### src/rtl/pong_game_ctrl.sv
// Match sequencer for the pong datapath: walks idle/serve/play/miss/over,
// keeps score, lives and speed level, and gates ball motion.
module pong_game_ctrl #(
  parameter int LIVES          = 3,
  parameter int SERVE_FRAMES   = 60,
  parameter int MISS_FRAMES    = 30,
  parameter int HITS_PER_LEVEL = 3,
  parameter int MAX_LEVEL      = 8
) (
  input  logic        clk,
  input  logic        reset,
  input  logic        refresh_tick,
  input  logic        start,
  input  logic        paddle_hit,
  input  logic        ball_miss,
  output logic        ball_reset,
  output logic        ball_enable,
  output logic [3:0]  speed_level,
  output logic [15:0] score,
  output logic [1:0]  lives,
  output logic        game_over,
  output logic [2:0]  state
);

  localparam logic [2:0] ST_IDLE  = 3'd0;
  localparam logic [2:0] ST_SERVE = 3'd1;
  localparam logic [2:0] ST_PLAY  = 3'd2;
  localparam logic [2:0] ST_MISS  = 3'd3;
  localparam logic [2:0] ST_OVER  = 3'd4;

  localparam logic [1:0] LIVES_INIT = 2'(LIVES);
  localparam logic [7:0] SERVE_CNT  = 8'(SERVE_FRAMES);
  localparam logic [7:0] MISS_CNT   = 8'(MISS_FRAMES);
  localparam logic [3:0] HIT_LIMIT  = 4'(HITS_PER_LEVEL);
  localparam logic [3:0] LEVEL_MAX  = 4'(MAX_LEVEL);

  logic [2:0]  state_q, state_d;
  logic [15:0] score_q, score_d;
  logic [1:0]  lives_q, lives_d;
  logic [3:0]  speed_q, speed_d;
  logic [7:0]  frame_q, frame_d;
  logic [3:0]  hit_q, hit_d;
  logic        start_d_q;
  logic        ball_reset_q, ball_enable_q, game_over_q;
  logic        start_rise;

  assign start_rise = start & ~start_d_q;

  always_comb begin
    state_d = state_q;
    score_d = score_q;
    lives_d = lives_q;
    speed_d = speed_q;
    frame_d = frame_q;
    hit_d   = hit_q;
    unique case (state_q)
      ST_IDLE, ST_OVER: begin
        if (start_rise) begin
          state_d = ST_SERVE;
          score_d = 16'd0;
          lives_d = LIVES_INIT;
          speed_d = 4'd1;
          hit_d   = 4'd0;
          frame_d = SERVE_CNT;
        end
      end
      ST_SERVE: begin
        if (refresh_tick) begin
          if (frame_q <= 8'd1) begin
            frame_d = 8'd0;
            state_d = ST_PLAY;
          end else begin
            frame_d = frame_q - 8'd1;
          end
        end
      end
      ST_PLAY: begin
        // A miss in the same cycle as a hit swallows the hit.
        if (ball_miss) begin
          state_d = ST_MISS;
          lives_d = (lives_q != 2'd0) ? lives_q - 2'd1 : 2'd0;
          frame_d = MISS_CNT;
          speed_d = 4'd1;
          hit_d   = 4'd0;
        end else if (paddle_hit) begin
          score_d = (score_q == 16'hFFFF) ? score_q : score_q + 16'd1;
          if (hit_q + 4'd1 >= HIT_LIMIT) begin
            hit_d   = 4'd0;
            speed_d = (speed_q >= LEVEL_MAX) ? LEVEL_MAX : speed_q + 4'd1;
          end else begin
            hit_d = hit_q + 4'd1;
          end
        end
      end
      ST_MISS: begin
        if (refresh_tick) begin
          if (frame_q <= 8'd1) begin
            if (lives_q == 2'd0) begin
              frame_d = 8'd0;
              state_d = ST_OVER;
            end else begin
              frame_d = SERVE_CNT;
              state_d = ST_SERVE;
            end
          end else begin
            frame_d = frame_q - 8'd1;
          end
        end
      end
      default: state_d = ST_IDLE;
    endcase
  end

  always_ff @(posedge clk or negedge reset) begin
    if (!reset) begin
      state_q       <= ST_IDLE;
      score_q       <= 16'd0;
      lives_q       <= LIVES_INIT;
      speed_q       <= 4'd1;
      frame_q       <= 8'd0;
      hit_q         <= 4'd0;
      start_d_q     <= 1'b0;
      ball_reset_q  <= 1'b1;
      ball_enable_q <= 1'b0;
      game_over_q   <= 1'b0;
    end else begin
      state_q       <= state_d;
      score_q       <= score_d;
      lives_q       <= lives_d;
      speed_q       <= speed_d;
      frame_q       <= frame_d;
      hit_q         <= hit_d;
      start_d_q     <= start;
      // Ball control flags follow the state being entered, so they line up with it.
      ball_reset_q  <= (state_d != ST_PLAY);
      ball_enable_q <= (state_d == ST_PLAY);
      game_over_q   <= (state_d == ST_OVER);
    end
  end

  assign ball_reset  = ball_reset_q;
  assign ball_enable = ball_enable_q;
  assign speed_level = speed_q;
  assign score       = score_q;
  assign lives       = lives_q;
  assign game_over   = game_over_q;
  assign state       = state_q;

endmodule

### config.mk
export PLATFORM = sky130hd
export DESIGN_NAME = pong_game_ctrl
export DESIGN_NICKNAME = d
export VERILOG_FILES = /design/src/rtl/pong_game_ctrl.sv
export SDC_FILE = /design/constraint.sdc
export NUM_CORES = 1
export LEC_CHECK = 0
export ABC_AREA = 1
export BUFFER_PORTS_ARGS = -buffer_cell sky130_fd_sc_hd__buf_2
export CAP_MARGIN = 10
export CORE_MARGIN = 4
export CORE_UTILIZATION = 60
export CTS_CLUSTER_DIAMETER = 120
export DETAILED_ROUTE_END_ITERATION = 6
export PLACE_DENSITY = 0.91
export SLEW_MARGIN = 20
export SYNTH_ARGS = -nofsm -noshare
export SYNTH_HDL_FRONTEND = slang
export SYNTH_SLANG_ARGS = --single-unit
### constraint.sdc
create_clock -name clk -period 3.05 [get_ports clk]
set_input_delay 0.61 -clock clk [delete_from_list [all_inputs] [get_ports clk]]
set_output_delay 0.61 -clock clk [all_outputs]
set_load 0.005 [all_outputs]
==> run metrics <==
crit path max fanout 14; die area 5280 um^2; Top-Level Pins 34; Slew Viols, Final 0; layout cell share with drive strength beyond 1 18.7%; Max VDD drop 0.321 mV; DR top layer met4; setup bufs post-CTS 0; Fmax achieved 0.500 GHz; metal3 WL 198 um; clock root cell clkbuf_8; Crit path arrival time 2.21 ns; Slew @ Worst Pin 0.915 ns; gpl congestion 0.892; first-pass GRT wire length 9.43 mm; placed cell areas 2690 um^2; Diodes inserted 0; WL per Instance 13.0 um; area of the core 4030 um^2; synthesized area 2510 um^2; DRC 0; initial antenna violation count 0; final period demand of the worst path 2.00 ns; HPWL after detailed placement 4.09 mm; area grow syn2layout 10.6%; Nets 391; Synth Warn # 0; # rows 23; ys async rst share 100%; startpoint types register; syn_area_per_cell 7.32 um^2; Longest Clk Path Bufs 2; PwrDens 535 nW/um^2; max_cap viols 0; antenna-violating nets left 0; status completed; P_leak 1.44 nW; CTS tree built; largest net degree at the start of global routing 42; Final Setup Violations 0; CP Launch Point state[0]$_DFF_PN0_; hold slack 0.422 ns; Post-synth EDFFs 0; CTS Buf Count 5; Worst Skew 0.00586 ns; post-synthesis cell count 343; RSZ-0062 raised after global routing false; min-delay src start; Reg clk slew, reported paths 0.08 ns; GRT Util Overall 22.7%; DRT iter0 DRCs 161; Port-buffer cells 33; Seq cells post-synth 41; # fillers 343; TNS Setup 0 ns; CTS H-tree lvls 2; top cells by area in the synthesized netlist dfrtp_1 37%, nand2_1 14%, nor2_1 7.0%; CTS Sinks 41; Via density 5.28; syn_nets 356; DRT Pass-1 Iters 4; normalized max-slew margin 39.0%; Multi-input gate area 1270 um^2; fin crit share 65.6%; reg2reg start state[0]$_DFF_PN0_; critical path endpoint category register; Crit Path Class reg -> reg; FF+latch area 1030 um^2; routed wire length 5.56 mm; die width 72.7 um; Hold WC Path Type in -> reg; data required time of the worst path 3.26 ns; die height 72.7 um; M1 wire length 2.35 mm; Main synth FF type dfrtp_1; met2 WL post-DR 2.91 mm; number of global-route vias before repair 2204; hold buffer count at cts 0; Initial Utilization 62.3%; Final Cell Area 2780 um^2; dominant cell type by area after synthesis dfrtp_1; Seq/Total Area, Yosys 41.1%; Clock Latency Late Sink 0.31 ns; via count 2264; Resized Gates After CTS 0; Yosys cell types 31; final hold vios 0; top cell type's share of synthesized area 36.9%; total grt overflow 0
## registers in the layout, indices dropped and copies added, names as in the netlist
signal and flops:
ball_enable 1, ball_reset 1, start_d_q 1, score 16, lives 2, game_over 1
state 3, hit_q 4, speed_level 4, frame_q 8
## kinds of logic after synthesis
family	count (synthesis)	share of synthesized area, %
AOI/OAI and AO/OA	37	8.92
adders and majority gates	7	3.49
DFF	41	41.1
buffers and inverters	48	8.37
and+or+nand+nor	200	34.7
xor gates and xnor gates	10	3.49
## synth_stat cells, types with 3 or more instances
cell      instances
nand4_1           9
nor3_1            3
inv_1            38
a21oi_1           7
nand3_1          27
o21bai_1          4
nand2_2           4
nor2_1           47
o21ai_0          15
xor2_1            8
dfstp_2           4
dfrtp_1          37
ha_1              7
inv_2             5
nor2_2            7
o21ai_2           5
nand2_1          97
## power by group
group	internal, mW	switching (mW)
logic	0.149	0.246
clock network	0.158	0.200
registers	0.645	0.0897
## metrics by stage
step                total power [mW]  setup WS (ns)  utilization [%]  std cells
floorplan                       1.01           1.54                -        343
global placement                1.11           1.21             66.8        421
detailed placement              1.14           1.09             66.8        421
CTS                             1.49           1.08             68.9        429
global route                    1.58          0.889             68.9        429
finish                          1.49           1.05             68.9        429
## placed cells by master (no fill, tap or decap), types with 3 or more instances in the layout
master	synthesis	layout
ha_1	7	7
dfrtp_1	37	37
inv_1	38	38
nor3_1	3	3
dfstp_2	4	4
inv_2	5	5
clkbuf_8	0	5
xor2_1	8	8
nand2_1	97	97
nand2_2	4	4
nand3_1	27	27
nand4_1	9	9
o21bai_1	4	4
buf_2	0	33
nor2_1	47	47
o21ai_0	15	15
o21ai_2	5	5
nor2_2	7	7
a21oi_1	7	7
## path summary, 6_finish.rpt
path	slack (ns)	end	cells past startpoint
max in group asynchronous	2.05	score[1]$_DFFE_PN0P_	1
worst max register to register	1.05	frame_q[2]$_DFFE_PN0P_	9
min in group asynchronous	0.43	frame_q[2]$_DFFE_PN0P_	1
worst max-delay path	1.05	frame_q[2]$_DFFE_PN0P_	9
worst min-delay path	0.42	start_d_q$_DFF_PN0_	1
worst min register to register	0.51	hit_q[3]$_DFFE_PN0P_	2
## area by class of cell
cell class,count,area share [%]
multi-input combinational,254,45.7
clock buffer,5,2.48
sequential,41,37.1
timing repair buffer,33,5.95
inverter,43,5.81
clock inverter,3,0.631
tap,50,2.25
## metal layers
metal / global-route usage (%) / vias to the layer above
met5: 0 / -
met3: 4.96 / 10
met2: 39.5 / 42
li1: - / 1160
met1: 26.5 / 1052
met4: 10.5 / 0
## critical path, stage by stage (launching register included)
cell and delay (ns):
dfrtp_1 0.46, inv_2 0.09, nand3_2 0.24, inv_2 0.19, nand2_2 0.13, inv_1 0.08, nor2_2 0.39, o21ai_0 0.15
nor2_1 0.12, nor2_1 0.05
Power figures use the tool's default switching activity.
